**config.mk**
```make
export PLATFORM = sky130hd
export DESIGN_NAME = ins_commit_flat
export DESIGN_NICKNAME = d
export VERILOG_FILES = /design/src/rtl/ins_commit_pkg.sv /design/src/rtl/ins_commit_if.sv /design/src/rtl/ins_commit_mem_port.sv /design/src/rtl/ins_commit.sv /design/src/flat_wrapper.sv
export SDC_FILE = /design/constraint.sdc
export NUM_CORES = 1
export LEC_CHECK = 0
export CAP_MARGIN = 20
export CORE_AREA = 2 2 175 177
export CTS_CLUSTER_SIZE = 14
export DETAILED_ROUTE_END_ITERATION = 16
export DIE_AREA = 0 0 177 179
export DONT_BUFFER_PORTS = 1
export PLACE_DENSITY = 0.61
export SYNTH_ARGS = -nofsm -noshare
export SYNTH_HDL_FRONTEND = slang
export SYNTH_SLANG_ARGS = --single-unit
```
**constraint.sdc**
```tcl
create_clock -name sys_clk -period 3.7 [get_ports sys_clk]
set_clock_uncertainty 0.1 [all_clocks]
set_input_delay 0.74 -clock sys_clk [delete_from_list [all_inputs] [get_ports sys_clk]]
set_output_delay 0.74 -clock sys_clk [all_outputs]
set_load 0.1 [all_outputs]
```
**src/rtl/ins_commit_pkg.sv**
```systemverilog
// ins_commit_pkg: shared types and defaults for the commit/writeback stage.
// FSM encoding, fault codes and the captured request bundle.
package ins_commit_pkg;

  typedef enum logic [1:0] {
    ST_IDLE = 2'd0,
    ST_REG  = 2'd1,
    ST_MEM  = 2'd2,
    ST_PC   = 2'd3
  } state_t;

  typedef enum logic [1:0] {
    FAULT_NONE        = 2'd0,
    FAULT_PC_MISALIGN = 2'd1,
    FAULT_BUS_TIMEOUT = 2'd2
  } fault_t;

  localparam logic [31:0] PC_STEP_DEF = 32'd4;

  typedef struct packed {
    logic [31:0] pc;
    logic [4:0]  reg_idx;
    logic [31:0] reg_val;
    logic        mem_op;
    logic [31:0] mem_addr;
    logic [31:0] mem_val;
    logic        pc_op;
    logic [31:0] pc_val;
  } commit_req_t;

  function automatic logic pc_misaligned(input logic [31:0] a);
    return a[1:0] != 2'b00;
  endfunction

endpackage

```
**src/rtl/ins_commit_if.sv**
```systemverilog
// ins_commit_if: executor handshake, register file, data bus and PC ports
// of the commit stage. slave = the stage, master = its environment.
interface ins_commit_if;
  logic        commit_valid;
  logic        commit_ready;
  logic [31:0] reg_pc_val;
  logic        reg_w_op;
  logic [4:0]  reg_w_reg_idx;
  logic [31:0] reg_w_reg_val;
  logic        mem_w_op;
  logic [31:0] mem_w_mem_addr;
  logic [31:0] mem_w_mem_val;
  logic        reg_pc_w_op;
  logic [31:0] reg_pc_w_val;
  logic        rf_we;
  logic [4:0]  rf_waddr;
  logic [31:0] rf_wdata;
  logic        mem_bus_req;
  logic [31:0] mem_bus_addr;
  logic [31:0] mem_bus_wdata;
  logic        mem_bus_ack;
  logic        pc_we;
  logic [31:0] pc_wval;
  logic        commit_done;
  logic        commit_fault;
  logic [1:0]  fault_cause;

  modport master (
    output commit_valid, reg_pc_val,
    output reg_w_op, reg_w_reg_idx, reg_w_reg_val,
    output mem_w_op, mem_w_mem_addr, mem_w_mem_val,
    output reg_pc_w_op, reg_pc_w_val, mem_bus_ack,
    input  commit_ready, rf_we, rf_waddr, rf_wdata,
    input  mem_bus_req, mem_bus_addr, mem_bus_wdata,
    input  pc_we, pc_wval,
    input  commit_done, commit_fault, fault_cause
  );

  modport slave (
    input  commit_valid, reg_pc_val,
    input  reg_w_op, reg_w_reg_idx, reg_w_reg_val,
    input  mem_w_op, mem_w_mem_addr, mem_w_mem_val,
    input  reg_pc_w_op, reg_pc_w_val, mem_bus_ack,
    output commit_ready, rf_we, rf_waddr, rf_wdata,
    output mem_bus_req, mem_bus_addr, mem_bus_wdata,
    output pc_we, pc_wval,
    output commit_done, commit_fault, fault_cause
  );
endinterface

```
**src/rtl/ins_commit_mem_port.sv**
```systemverilog
// ins_commit_mem_port: data bus write port with req/ack hold and timeout.
// o_timeout pulses the cycle after req is dropped for lack of ack.
module ins_commit_mem_port #(
  parameter int unsigned MEM_TIMEOUT = 15
) (
  input  logic        i_clk,
  input  logic        i_rst_n,
  input  logic        i_start,
  input  logic [31:0] i_addr,
  input  logic [31:0] i_data,
  input  logic        i_ack,
  output logic        o_req,
  output logic [31:0] o_addr,
  output logic [31:0] o_data,
  output logic        o_done,
  output logic        o_timeout
);

  localparam logic [7:0] LP_LAST = 8'(MEM_TIMEOUT - 1);

  logic        r_req;
  logic [31:0] r_addr;
  logic [31:0] r_data;
  logic [7:0]  r_cnt;
  logic        r_to;

  always_ff @(posedge i_clk or negedge i_rst_n) begin
    if (!i_rst_n) begin
      r_req  <= 1'b0;
      r_addr <= '0;
      r_data <= '0;
      r_cnt  <= '0;
      r_to   <= 1'b0;
    end else begin
      r_to <= 1'b0;
      if (i_start) begin
        r_req  <= 1'b1;
        r_addr <= i_addr;
        r_data <= i_data;
        r_cnt  <= '0;
      end else if (r_req) begin
        if (i_ack) begin
          r_req <= 1'b0;
        end else begin
          r_cnt <= r_cnt + 8'd1;
          // last waiting cycle: ack still wins if it arrives now
          if (r_cnt == LP_LAST) begin
            r_req <= 1'b0;
            r_to  <= 1'b1;
          end
        end
      end
    end
  end

  assign o_req     = r_req;
  assign o_addr    = r_addr;
  assign o_data    = r_data;
  assign o_done    = r_req & i_ack;
  assign o_timeout = r_to;

endmodule

```
**src/rtl/ins_commit.sv**
```systemverilog
// ins_commit: commit/writeback stage applying register, memory and PC
// writes of one executed instruction in fixed order.
module ins_commit
  import ins_commit_pkg::*;
#(
  parameter int unsigned MEM_TIMEOUT = 15,
  parameter logic [31:0] PC_STEP     = PC_STEP_DEF
) (
  input logic         sys_clk,
  input logic         sys_rst_n,
  ins_commit_if.slave cif
);

  state_t      r_state;
  state_t      w_state_nxt;
  commit_req_t r_cap;
  fault_t      r_cause;
  fault_t      w_cause_nxt;

  logic        r_rf_we;
  logic        r_pc_we;
  logic [31:0] r_pc_wval;
  logic        r_done;
  logic        r_fault;

  logic        w_accept;
  logic        w_start;
  logic        w_mem_done;
  logic        w_mem_to;
  logic        w_to_pc;
  logic        w_mis;
  logic        w_rf_we_nxt;
  logic        w_pc_we_nxt;
  logic [31:0] w_pc_wval_nxt;

  assign w_accept = (r_state == ST_IDLE) & cif.commit_valid;

  always_ff @(posedge sys_clk or negedge sys_rst_n) begin
    if (!sys_rst_n) r_state <= ST_IDLE;
    else            r_state <= w_state_nxt;
  end

  always_comb begin
    w_state_nxt = r_state;
    unique case (r_state)
      ST_IDLE: if (cif.commit_valid) w_state_nxt = ST_REG;
      ST_REG:  w_state_nxt = r_cap.mem_op ? ST_MEM : ST_PC;
      ST_MEM:  if (w_mem_done | w_mem_to) w_state_nxt = ST_PC;
      ST_PC:   w_state_nxt = ST_IDLE;
      default: w_state_nxt = ST_IDLE;
    endcase
  end

  always_comb begin
    w_start       = 1'b0;
    w_to_pc       = 1'b0;
    w_cause_nxt   = r_cause;
    w_mis         = r_cap.pc_op & pc_misaligned(r_cap.pc_val);
    w_rf_we_nxt   = w_accept & cif.reg_w_op &
                    (cif.reg_w_reg_idx != 5'd0);
    w_pc_wval_nxt = r_cap.pc_op ? r_cap.pc_val
                                : r_cap.pc + PC_STEP;
    unique case (1'b1)
      (r_state == ST_IDLE): begin
        if (w_accept) w_cause_nxt = FAULT_NONE;
      end
      (r_state == ST_REG): begin
        w_start = r_cap.mem_op;
        w_to_pc = ~r_cap.mem_op;
      end
      (r_state == ST_MEM): begin
        w_to_pc = w_mem_done | w_mem_to;
        if (w_mem_to) w_cause_nxt = FAULT_BUS_TIMEOUT;
      end
      default: ;
    endcase
    // the PC step runs last, so its cause overrides a bus timeout
    if (w_to_pc & w_mis) w_cause_nxt = FAULT_PC_MISALIGN;
    w_pc_we_nxt = w_to_pc & ~w_mis;
  end

  always_ff @(posedge sys_clk or negedge sys_rst_n) begin
    if (!sys_rst_n) begin
      r_cap     <= '0;
      r_cause   <= FAULT_NONE;
      r_rf_we   <= 1'b0;
      r_pc_we   <= 1'b0;
      r_pc_wval <= '0;
      r_done    <= 1'b0;
      r_fault   <= 1'b0;
    end else begin
      if (w_accept) begin
        r_cap <= '{
          pc:       cif.reg_pc_val,
          reg_idx:  cif.reg_w_reg_idx,
          reg_val:  cif.reg_w_reg_val,
          mem_op:   cif.mem_w_op,
          mem_addr: cif.mem_w_mem_addr,
          mem_val:  cif.mem_w_mem_val,
          pc_op:    cif.reg_pc_w_op,
          pc_val:   cif.reg_pc_w_val
        };
      end
      if (w_to_pc) r_pc_wval <= w_pc_wval_nxt;
      r_rf_we <= w_rf_we_nxt;
      r_pc_we <= w_pc_we_nxt;
      r_done  <= w_to_pc;
      r_fault <= w_to_pc & (w_cause_nxt != FAULT_NONE);
      r_cause <= w_cause_nxt;
    end
  end

  ins_commit_mem_port #(
    .MEM_TIMEOUT(MEM_TIMEOUT)
  ) u_mem (
    .i_clk    (sys_clk),
    .i_rst_n  (sys_rst_n),
    .i_start  (w_start),
    .i_addr   (r_cap.mem_addr),
    .i_data   (r_cap.mem_val),
    .i_ack    (cif.mem_bus_ack),
    .o_req    (cif.mem_bus_req),
    .o_addr   (cif.mem_bus_addr),
    .o_data   (cif.mem_bus_wdata),
    .o_done   (w_mem_done),
    .o_timeout(w_mem_to)
  );

  assign cif.commit_ready = (r_state == ST_IDLE);
  assign cif.rf_we        = r_rf_we;
  assign cif.rf_waddr     = r_cap.reg_idx;
  assign cif.rf_wdata     = r_cap.reg_val;
  assign cif.pc_we        = r_pc_we;
  assign cif.pc_wval      = r_pc_wval;
  assign cif.commit_done  = r_done;
  assign cif.commit_fault = r_fault;
  assign cif.fault_cause  = r_cause;

endmodule
```
**src/flat_wrapper.sv**
```systemverilog
// flat-port wrapper written by rule: the top's interface ports become plain ports
module ins_commit_flat import ins_commit_pkg::*;
#(
  parameter int unsigned MEM_TIMEOUT = 15,
  parameter logic [31:0] PC_STEP     = PC_STEP_DEF
)
  (sys_clk, sys_rst_n, cif_commit_valid, cif_reg_pc_val, cif_reg_w_op, cif_reg_w_reg_idx, cif_reg_w_reg_val, cif_mem_w_op, cif_mem_w_mem_addr, cif_mem_w_mem_val, cif_reg_pc_w_op, cif_reg_pc_w_val, cif_mem_bus_ack, cif_commit_ready, cif_rf_we, cif_rf_waddr, cif_rf_wdata, cif_mem_bus_req, cif_mem_bus_addr, cif_mem_bus_wdata, cif_pc_we, cif_pc_wval, cif_commit_done, cif_commit_fault, cif_fault_cause);
  ins_commit_if cif_i ();
  input logic sys_clk;
  input logic sys_rst_n;
  input wire logic [$bits(cif_i.commit_valid)-1:0] cif_commit_valid;
  input wire logic [$bits(cif_i.reg_pc_val)-1:0] cif_reg_pc_val;
  input wire logic [$bits(cif_i.reg_w_op)-1:0] cif_reg_w_op;
  input wire logic [$bits(cif_i.reg_w_reg_idx)-1:0] cif_reg_w_reg_idx;
  input wire logic [$bits(cif_i.reg_w_reg_val)-1:0] cif_reg_w_reg_val;
  input wire logic [$bits(cif_i.mem_w_op)-1:0] cif_mem_w_op;
  input wire logic [$bits(cif_i.mem_w_mem_addr)-1:0] cif_mem_w_mem_addr;
  input wire logic [$bits(cif_i.mem_w_mem_val)-1:0] cif_mem_w_mem_val;
  input wire logic [$bits(cif_i.reg_pc_w_op)-1:0] cif_reg_pc_w_op;
  input wire logic [$bits(cif_i.reg_pc_w_val)-1:0] cif_reg_pc_w_val;
  input wire logic [$bits(cif_i.mem_bus_ack)-1:0] cif_mem_bus_ack;
  output wire logic [$bits(cif_i.commit_ready)-1:0] cif_commit_ready;
  output wire logic [$bits(cif_i.rf_we)-1:0] cif_rf_we;
  output wire logic [$bits(cif_i.rf_waddr)-1:0] cif_rf_waddr;
  output wire logic [$bits(cif_i.rf_wdata)-1:0] cif_rf_wdata;
  output wire logic [$bits(cif_i.mem_bus_req)-1:0] cif_mem_bus_req;
  output wire logic [$bits(cif_i.mem_bus_addr)-1:0] cif_mem_bus_addr;
  output wire logic [$bits(cif_i.mem_bus_wdata)-1:0] cif_mem_bus_wdata;
  output wire logic [$bits(cif_i.pc_we)-1:0] cif_pc_we;
  output wire logic [$bits(cif_i.pc_wval)-1:0] cif_pc_wval;
  output wire logic [$bits(cif_i.commit_done)-1:0] cif_commit_done;
  output wire logic [$bits(cif_i.commit_fault)-1:0] cif_commit_fault;
  output wire logic [$bits(cif_i.fault_cause)-1:0] cif_fault_cause;
  assign cif_i.commit_valid = cif_commit_valid;
  assign cif_i.reg_pc_val = cif_reg_pc_val;
  assign cif_i.reg_w_op = cif_reg_w_op;
  assign cif_i.reg_w_reg_idx = cif_reg_w_reg_idx;
  assign cif_i.reg_w_reg_val = cif_reg_w_reg_val;
  assign cif_i.mem_w_op = cif_mem_w_op;
  assign cif_i.mem_w_mem_addr = cif_mem_w_mem_addr;
  assign cif_i.mem_w_mem_val = cif_mem_w_mem_val;
  assign cif_i.reg_pc_w_op = cif_reg_pc_w_op;
  assign cif_i.reg_pc_w_val = cif_reg_pc_w_val;
  assign cif_i.mem_bus_ack = cif_mem_bus_ack;
  assign cif_commit_ready = cif_i.commit_ready;
  assign cif_rf_we = cif_i.rf_we;
  assign cif_rf_waddr = cif_i.rf_waddr;
  assign cif_rf_wdata = cif_i.rf_wdata;
  assign cif_mem_bus_req = cif_i.mem_bus_req;
  assign cif_mem_bus_addr = cif_i.mem_bus_addr;
  assign cif_mem_bus_wdata = cif_i.mem_bus_wdata;
  assign cif_pc_we = cif_i.pc_we;
  assign cif_pc_wval = cif_i.pc_wval;
  assign cif_commit_done = cif_i.commit_done;
  assign cif_commit_fault = cif_i.commit_fault;
  assign cif_fault_cause = cif_i.fault_cause;
  ins_commit #(.MEM_TIMEOUT(MEM_TIMEOUT), .PC_STEP(PC_STEP)) u_core (.sys_clk(sys_clk), .sys_rst_n(sys_rst_n), .cif(cif_i));
endmodule
```
* Word level (Yosys, flattened, before mapping) *
Index checks and enable logic that the tools add are counted.

storage, ports and cells
  logic and storage cells = 69
  bits of input ports = 172
  output and inout bits = 141
  flip-flop bits (word level) = 281

cells by class
  bitwise operators = 11
  add/subtract/negate cells = 2
  muxes and demuxes = 22
  equality and inequality tests = 7
  reductions and logical operators = 7

operators with widths
  cell                                                                    count
  32-bit by 3-bit adder with 32-bit output (second input constant)        1
  32-bit two-way mux                                                      1
  8-bit two-way mux                                                       3
  1-bit two-way mux                                                       10
  2-bit two-way mux                                                       5
  8-bit by 1-bit adder with 8-bit output (second input constant)          1
  1-bit bitwise AND                                                       8
  8-bit by 4-bit equality test with 1-bit output (second input constant)  1
  2-bit case mux with 4 select lines                                      1
  2-bit nonzero test                                                      3
  5-bit nonzero test                                                      1
  2-bit equality test (second input constant)                             2
  2-bit != test (second input constant)                                   2
  2-bit case mux with 2 select lines                                      1
  2-bit AND reduction                                                     2
  2-bit by 1-bit equality test with 1-bit output (second input constant)  1
  2-bit zero test                                                         1
  2-bit by 1-bit != test with 1-bit output (second input constant)        1
  1-bit NOT                                                               2
  1-bit case mux with 2 select lines                                      1
  1-bit bitwise OR                                                        1

* Logic depth before layout (Yosys ltp) *
  word-level depth = 7
  mapped depth = 9
  gate-level depth less buffers = 8

* Cells and area by module *
A second synthesis with hierarchy kept.

unflattened totals
  cells, all modules = 854
  area total of the unflattened synthesis = 11664.9 µm²

modules (own cells, without submodules)
  module               cells each  instances  area each (µm²)
  ins_commit           671         1          8798.4
  ins_commit_mem_port  183         1          2866.5

* Least setup slack after synthesis *
No wires, ideal clock.

  path type = reg2reg
  from = register u_core.r_state[0]
  to = register u_core.r_cap, in the netlist u_core.cif.rf_wdata[30]
  buffers on the path = 3
  arrival = 2675 ps
  slack = 800 ps
  cell stages (with the launch flop) = 8
  path through = dfrtp_1 inv_1 ha_1 and2_1 clkbuf_1 clkbuf_1 clkbuf_1 mux2_2

between the ends
  cells in the longest elaborated chain, start to end = 2

RTL lines
  item                    RTL line            source
  from (decl)             ins_commit.sv:14    state_t r_state;
  from (signal assigned)  ins_commit.sv:40    else r_state <= w_state_nxt;
  2-bit zero test         -
  net cif_commit_ready    flat_wrapper.sv:22  output wire logic [$bits(cif_i.commit_ready)-1:0] cif_commit_ready;
  1-bit bitwise AND       ins_commit.sv:36    assign w_accept = (r_state == ST_IDLE) & cif.commit_valid;
  to (signal assigned)    ins_commit.sv:93    r_cap <= '{
  to (decl)               ins_commit.sv:16    commit_req_t r_cap;

The timed path passes the listed nets, and every way through them passes these cells.
A chain may end at the register's enable or synchronous reset.

* Worst setup path after layout *
  from = register u_core.r_state[0]
  to = output port cif_commit_ready

between the ends
  cells in the longest elaborated chain, start to end = 1

RTL lines
  item             RTL line            source
  2-bit zero test  ins_commit.sv:129   assign cif.commit_ready = (r_state == ST_IDLE);
  to (decl)        flat_wrapper.sv:22

No other way between the ends.

==> metrics.txt <==
status=complete, but fails checks; failing checks=negative hold slack; Clock Sinks=between 200 and 300; CTS Root Buffer Type=clkbuf_16; area of the mapped netlist=about 0.012 sq mm; startpoint types=flop; relative slew slack=0.318; max_cap viols=0; YS warnings=0; Post-synth EDFFs=0; R2R Setup Slk=1.33 ns; Worst setup EP type=output port; post-detail-place hpwl=17700 microns; final hold slack=-0.181 ns; R2R depth=5; DR vias=7056; crit path launch=u_core.r_state[0]; vias per inst=5.08; initial drt markers=between 300 and 400; Synth area leader=dfrtp_1; Final ANT Viol Nets=0; flops & latches, synth=281; worst slew pin tran=1.02 ns; DIE WIDTH=177 microns; clock-pin slew on the worst setup and hold paths=0.06 ns; worst-skew pair later-pin latency=0.52 ns; top cells by area, synth=dfrtp_1 (60%), mux2_2 (16%), nand2_1 (7.7%); Area growth, synth to finish=11.0%; Avg Synthesized Cell Area=11.7 sq um; worst hold-check path type=in2async; dpl cell area=0.0118 sq mm; Synth async-reset ratio=1.00; global route total overflow=0; largest net degree at the start of global routing=282; Synth Flop Type=dfrtp_1; routed wire length=between 20000 and 30000 microns; Final min period=around 2.4 ns; Synth cell types=46; setup bufs post-CTS=0; gpl congestion=0.770; FF-to-FF Start=u_core.r_cap[142]; # setup viols final=0; initial antenna violation count=3; Core ar.=0.0300 sq mm; top cell type's share of synthesized area=0.599; Final period util=0.651; Worst Path Class, Setup=reg2out; CTS resizes=0; vias in the first global route=7197; fin area=0.0130 sq mm; ratio of cells with drive above 1 in the final layout=0.244; die area=0.0317 sq mm; Commonest cells post-synth=dfrtp_1 (281), nand2_1 (241), mux2_2 (163); Fmax=~410 MHz; Die Ht=179 microns; DRC violations left=0; I/O Pins=313; TritonCTS Buffers=34; CP arrival=about 1.6 ns; CTS tree=done; crit-path max FO=5; GRT Overall Usage=0.166; post-synthesis sequential area ratio=0.599; TritonRoute pass-1 iters=4; global-route wire length before repair=a little over 40000 microns; reg2reg end=u_core.cif.pc_wval[25]; dominant cell by count in the synthesized netlist=dfrtp_1; RSZ-0062 raised after global routing=false; Final Hold Viols=approximately 280; CP Capture Point=cif_commit_ready; syn_nets=1184; Port Buf Inserts=0; Pins Over Slew Limit=0; WL/cell=between 15 and 20 microns; WP data required=2.86 ns; Max H-tree Level=2; Starting Density=0.391; Cell Rows=64; clock buffer depth=3; setup TNS=0 ns; Post-Synthesis Cells=roughly 1.0k; fin nets=1143
-- state kept, by name, summed over array words and instances (netlist names), 2 cells and up --
register and cells:
u_core.cif.fault_cause 2, u_core.cif.pc_wval 32, u_core.cif.rf_waddr 5, u_core.cif.rf_wdata 32, u_core.r_cap 130, u_core.r_state 2
u_core.u_mem.o_addr 32, u_core.u_mem.o_data 32, u_core.u_mem.r_cnt 8
-- how the worst min path moves through the flow --
stage | from | end | slack, ns | cells after the start
floorplan | u_core.r_cap[65] | u_core.u_mem.o_addr[0] | 0.33 | 2
global placement | u_core.r_cap[71] | u_core.u_mem.o_addr[6] | 0.34 | 2
detailed placement | sys_rst_n | u_core.cif.rf_wdata[0] | 0.35 | 0
CTS | sys_rst_n | u_core.cif.rf_wdata[4] | -0.20 | 0
global route | sys_rst_n | u_core.cif.rf_wdata[4] | -0.21 | 0
finish | sys_rst_n | u_core.cif.rf_wdata[4] | -0.18 | 0
-- worst max-delay path, cell delays in order, from the launching register on --
cell and delay (ns):
dfrtp_1 0.38, inv_1 0.14, ha_1 0.20, buf_4 0.33
-- cell families after synthesis --
| group | synth area share |
|---|---|
| simple gates | 0.130 |
| flops | 0.599 |
| mux | 0.161 |
| buf+inv | 0.0450 |
| compound gates | 0.0391 |
| xor+xnor | 0.0194 |
| fa+ha+maj | 0.00746 |
-- metrics by stage --
step	cells	hold slack, ns	util	setup slack (ns)
3_5_place_dp	1324	0.350	0.395	1.33
5_1_grt	1385	-0.209	0.434	1.11
2_1_floorplan	1005	0.335	-	0.800
3_3_place_gp	1324	0.340	0.395	1.39
6_report	1389	-0.181	0.434	1.29
4_1_cts	1385	-0.203	0.434	1.24
-- cell type report --
class | count | area [sq um]
Antenna cell | 4 | 10.0
Clock buffer | 47 | 1010
Clock inverter | 14 | 160
Fill cell | 2800 | 17000
Inverter | 10 | 37.5
Multi-Input combinational cell | 628 | 4190
Sequential cell | 281 | 7030
Tap cell | 396 | 495
Timing Repair Buffer | 9 | 92.6
-- layer usage --
| metal | routed length (microns) | part of all wire | global-route usage | up-vias |
|---|---|---|---|---|
| met5 | 7 | 0.00026 | 0 | - |
| met4 | 551 | 0.021 | 0.0475 | 2 |
| met3 | 3180 | 0.12 | 0.0816 | 46 |
| met2 | 12100 | 0.45 | 0.252 | 253 |
| met1 | 10800 | 0.41 | 0.208 | 3473 |
| li1 | - | - | - | 3282 |
-- placed cells by master, fill, tap and decap left out, types with 4 or more instances in the layout --
cell         n
nand3_1     16
ha_1         7
nand4_1     12
nor4_1       7
clkbuf_8     9
nor2_1      31
inv_1       10
xnor2_1     12
o21ai_0     32
xor2_1      14
and3_1       6
o211ai_1     6
mux2i_1      5
nand2_1    239
diode_2      4
nor3_1      12
buf_4        7
clkbuf_16   35
clkinv_2     5
mux2_2     163
o22ai_1      4
a21oi_1     13
nand2b_1     7
dfrtp_1    281
Power is left out: the tool's default activity adds up to more than one toggle a clock period on the data nets, which glitch-free logic cannot reach.
